`src/rtl/serial_subtractor.sv`:
```
// rtl/serial_subtractor.sv - bit-serial a-b subtractor, LSB first, one bit per clock
// Optional signed-overflow flag and port enabled by defining SERIAL_SUB_OVF_EN.
module serial_subtractor #(
  parameter int WIDTH = 8
) (
  input  logic             clk,
  input  logic             rst_n,
  input  logic             start,
  input  logic [WIDTH-1:0] a,
  input  logic [WIDTH-1:0] b,
  output logic             busy,
  output logic             done,
  output logic [WIDTH-1:0] diff,
  output logic             borrow
`ifdef SERIAL_SUB_OVF_EN
  ,
  output logic             ovf
`endif
);

  localparam int CW = $clog2(WIDTH + 1);

  typedef enum logic [1:0] {IDLE, RUN, DONE} state_t;

  state_t           state, state_nxt;
  logic [WIDTH-1:0] a_sr, b_sr;
  logic             bin;
  logic [CW-1:0]    cnt;
  logic             a_i, b_i, d, bout, last;

  // Full-subtractor cell on the current low bits of the operand shifters.
  always_comb begin
    a_i  = a_sr[0];
    b_i  = b_sr[0];
    d    = a_i ^ b_i ^ bin;
    bout = (~a_i & b_i) | (~(a_i ^ b_i) & bin);
    last = (cnt == CW'(WIDTH - 1));
  end

  always_comb begin
    state_nxt = state;
    busy      = 1'b0;
    done      = 1'b0;
    case (state)
      IDLE: if (start) state_nxt = RUN;
      RUN: begin
        busy = 1'b1;
        if (last) state_nxt = DONE;
      end
      DONE: begin
        busy      = 1'b1;
        done      = 1'b1;
        state_nxt = IDLE;
      end
      default: state_nxt = IDLE;
    endcase
  end

  always_ff @(posedge clk or negedge rst_n) begin
    if (!rst_n) begin
      state  <= IDLE;
      a_sr   <= '0;
      b_sr   <= '0;
      bin    <= 1'b0;
      cnt    <= '0;
      diff   <= '0;
      borrow <= 1'b0;
`ifdef SERIAL_SUB_OVF_EN
      ovf    <= 1'b0;
`endif
    end else begin
      state <= state_nxt;
      case (state)
        IDLE: begin
          if (start) begin
            a_sr <= a;
            b_sr <= b;
            bin  <= 1'b0;
            cnt  <= '0;
          end
        end
        RUN: begin
          a_sr <= a_sr >> 1;
          b_sr <= b_sr >> 1;
          bin  <= bout;
          cnt  <= cnt + CW'(1);
          // Result fills from the MSB end so bit i lands at diff[i] after WIDTH shifts.
          diff <= {d, diff[WIDTH-1:1]};
          if (last) begin
            borrow <= bout;
`ifdef SERIAL_SUB_OVF_EN
            // On the last bit a_i/b_i are the captured operand sign bits and d is diff's MSB.
            ovf <= (a_i != b_i) && (d != a_i);
`endif
          end
        end
        default: ;
      endcase
    end
  end

endmodule

```
`config.mk`:
```
export PLATFORM = sky130hd
export DESIGN_NAME = serial_subtractor
export DESIGN_NICKNAME = d
export VERILOG_FILES = /design/src/rtl/serial_subtractor.sv
export SDC_FILE = /design/constraint.sdc
export NUM_CORES = 1
export LEC_CHECK = 0
export ABC_AREA = 1
export CELL_PAD_IN_SITES_DETAIL_PLACEMENT = 1
export CELL_PAD_IN_SITES_GLOBAL_PLACEMENT = 1
export CORE_MARGIN = 2
export CORE_UTILIZATION = 42
export DETAILED_ROUTE_END_ITERATION = 8
export PLACE_DENSITY = 0.92
export SETUP_SLACK_MARGIN = 0.1
export SYNTH_ARGS = -nofsm -noshare
export SYNTH_HDL_FRONTEND = slang
export SYNTH_SLANG_ARGS = --single-unit
```
`constraint.sdc`:
```
create_clock -name clk -period 3.2 [get_ports clk]
set_input_delay 0.32 -clock clk [delete_from_list [all_inputs] [get_ports clk]]
set_output_delay 0.32 -clock clk [all_outputs]
set_load 0.1 [all_outputs]
```
==> flow_summary.yaml <==
min_path:
  hold_path.class: "primary input to async pin"
setup_path:
  cp.buffers_inverters: 1
  crit_path_cell_trace: "clkdlybuf4s50_1"
  cp-end-kind: "output port"
  slowest_stage: "clkdlybuf4s50_1"
  r2r-end: "cnt[2]$_DFFE_PN0P_"
  rr_startpoint: "state[1]$_DFFE_PN0P_"
  ff2ff_setup_slack_ps: 1290
  crit_path_max_incr_delay_ps: 1140
  start_kind: "flip-flop"
  arrival_ps: 1810
  critPathTopFamily: "buffers and inverters"
  cp.required_ps: 2880
  reg2regPathDepth: 7
  critPathKind: "flip-flop to output port"
  path_max_fanout: 3
detailed_routing:
  drtPass1Iterations: 4
  viasPerCell: 4.92
  antenna_left: 0
  drc: 0
  wl_per_cell_um: 14.3
  drt_iter0_drc: 68
  drt_wl_total_um: 3620
  vias: 1246
clock_tree:
  hold_buffers: 0
  path_clk_slew_ps: 70
  cts_tree: "built"
  clock_latency_ps: 290
  cts_root_buf: "clkbuf_8"
  cts_sinks: 32
  cts_max_path_buffers: 2
  cts_resized: 0
  postCtsSetupBuffers: 0
  cts.htree.levels: 2
  cts_buffers: 5
timing:
  rsz0062_at_grt: "no"
  tns_ps: 0
  hold_violations: 0
  slew_headroom: 0.354
  worst_pin_slew_ps: 965
  max_freq_mhz: 469
  fin_skew_ps: 5.94
  hold_slack_ps: 432
  setup_violations: 0
  fin_crit_sh: 0.666
  drv_slew: 0
  min_period_ps: 2130
die:
  pin_count: 30
  die_y_um: 67.1
  die_w_um: 67.1
  core_um2: 3740
  die-area_um2: 4500
  initial_core_util: 0.447
  rows: 22
power_and_ir_drop:
  ir_worst_vdd_mv: 0.748
  p_leak_nw: 0.985
  powerDensity_nw_per_um2: 1150
  power_mw: 2.35
logic_synthesis:
  ys_seq_elements: 32
  seq_area_frac_synth: 0.479
  synthesis.nets: 199
  syn_avg_cell_area_um2: 9.61
  yosys_warnings: 0
  yosysTopAreaCellShare: 0.479
  syn_inst: 174
  synth_top_area_cell: "dfrtp_1"
  syn_area_um2: 1670
  synth_cell_type_count: 23
  yosys-top-cells-area: "dfrtp_1 (48%), nand2_1 (15%), o211ai_2 (9.7%)"
flow_run:
  cap_violations: 0
grt:
  track_usage: 0.183
  globalRouteOverflowTotal: 0
  antenna_found_initial: 0
  grt_max_degree: 33
  grt_first_pass_wirelength_um: 5950
  grt_pass1_vias: 1320
place:
  routabilityCongestion: 0.772
  port_buffers: 29
  dpl.hpwl_um: 2460
run_status:
  status: "finished, final reports clean"
cells_and_area:
  syn_to_final_growth_pct: 22.5
  fin_nets: 229
  drive_gt1_frac: 0.176
  fillerInstances: 451
  diodes: 0
-- how the worst max path moves through the flow --
| stage | cells after the start | start | end | slack (ps) |
|---|---|---|---|---|
| 6_report | 1 | diff[7]$_DFFE_PN0N_ | diff[7] | 1070 |
| 3_3_place_gp | 1 | diff[7]$_DFFE_PN0N_ | diff[7] | 1380 |
| 3_5_place_dp | 8 | state[1]$_DFFE_PN0P_ | b_sr[0]$_DFFE_PN0P_ | 1330 |
| 4_1_cts | 1 | diff[7]$_DFFE_PN0N_ | diff[7] | 1050 |
| 2_1_floorplan | 2 | state[0]$_DFFE_PN0P_ | busy | 1610 |
| 5_1_grt | 1 | diff[7]$_DFFE_PN0N_ | diff[7] | 1020 |
-- flip-flops by register name, indices dropped and copies added (netlist names) --
| register | cells |
|---|---|
| a_sr | 8 |
| b_sr | 8 |
| bin | 1 |
| borrow | 1 |
| cnt | 4 |
| diff | 8 |
| state | 2 |
-- where the power goes --
part | internal, mW | switching, mW | total (mW)
sequential | 0.580 | 0.119 | 0.699
combinational | 0.349 | 0.913 | 1.26
clock | 0.231 | 0.154 | 0.385
total | 1.16 | 1.19 | 2.35
-- metrics by stage --
stage / cell area (µm²) / util / setup WS (ps) / instances
3_3_place_gp: 1940 / 0.518 / 1380 / 245
4_1_cts: 2050 / 0.547 / 1050 / 253
2_1_floorplan: 1670 / - / 1610 / 174
3_5_place_dp: 1940 / 0.518 / 1330 / 245
5_1_grt: 2050 / 0.547 / 1020 / 253
6_report: 2050 / 0.547 / 1070 / 253
-- Yosys cell counts (all sizes together) --
master	n
nand2	70
or2	12
o21ai	8
buf	8
fa	1
a21oi	3
o211ai	13
ha	5
dfrtp	32
nor2	4
inv	11
nand3	6
o22ai	1
-- final cells by class --
type / instances / area, µm² / share of cell area
inverter: 11 / 51.3 / 0.0251
clock inverter: 2 / 35.0 / 0.0171
clock buffer: 6 / 72.6 / 0.0355
sequential: 32 / 801 / 0.391
timing repair buffer: 31 / 300 / 0.147
multi-input combinational: 123 / 727 / 0.355
tap: 48 / 60.1 / 0.0293
-- routing by layer --
metal | routed length [µm] | vias to the layer above | part of all wire | track usage
met2 | 1780 | 25 | 0.49 | 0.304
met4 | 108 | 0 | 0.030 | 0.112
li1 | - | 614 | - | -
met1 | 1620 | 598 | 0.45 | 0.214
met3 | 108 | 9 | 0.030 | 0.0389
met5 | 0 | - | 0 | 0
-- cells by family (layout without fill, tap and decap cells) --
kind of cell	after synthesis	in the layout	synth area share
compound gates	25	25	0.144
simple gates	92	92	0.241
flops	32	32	0.479
buf+inv	19	50	0.0861
fa+ha+maj	6	6	0.0494
-- layout by cell type (no fill, tap or decap), types with 3 or more instances in the layout --
master,instances
nor2_1,3
inv_1,8
nand2_1,67
o21ai_2,3
clkdlybuf4s50_1,27
nand3_1,5
a21oi_1,3
clkbuf_8,5
o211ai_2,13
o21ai_0,3
buf_4,4
ha_1,5
dfrtp_1,32
or2_1,12
Power figures use the tool's default switching activity.
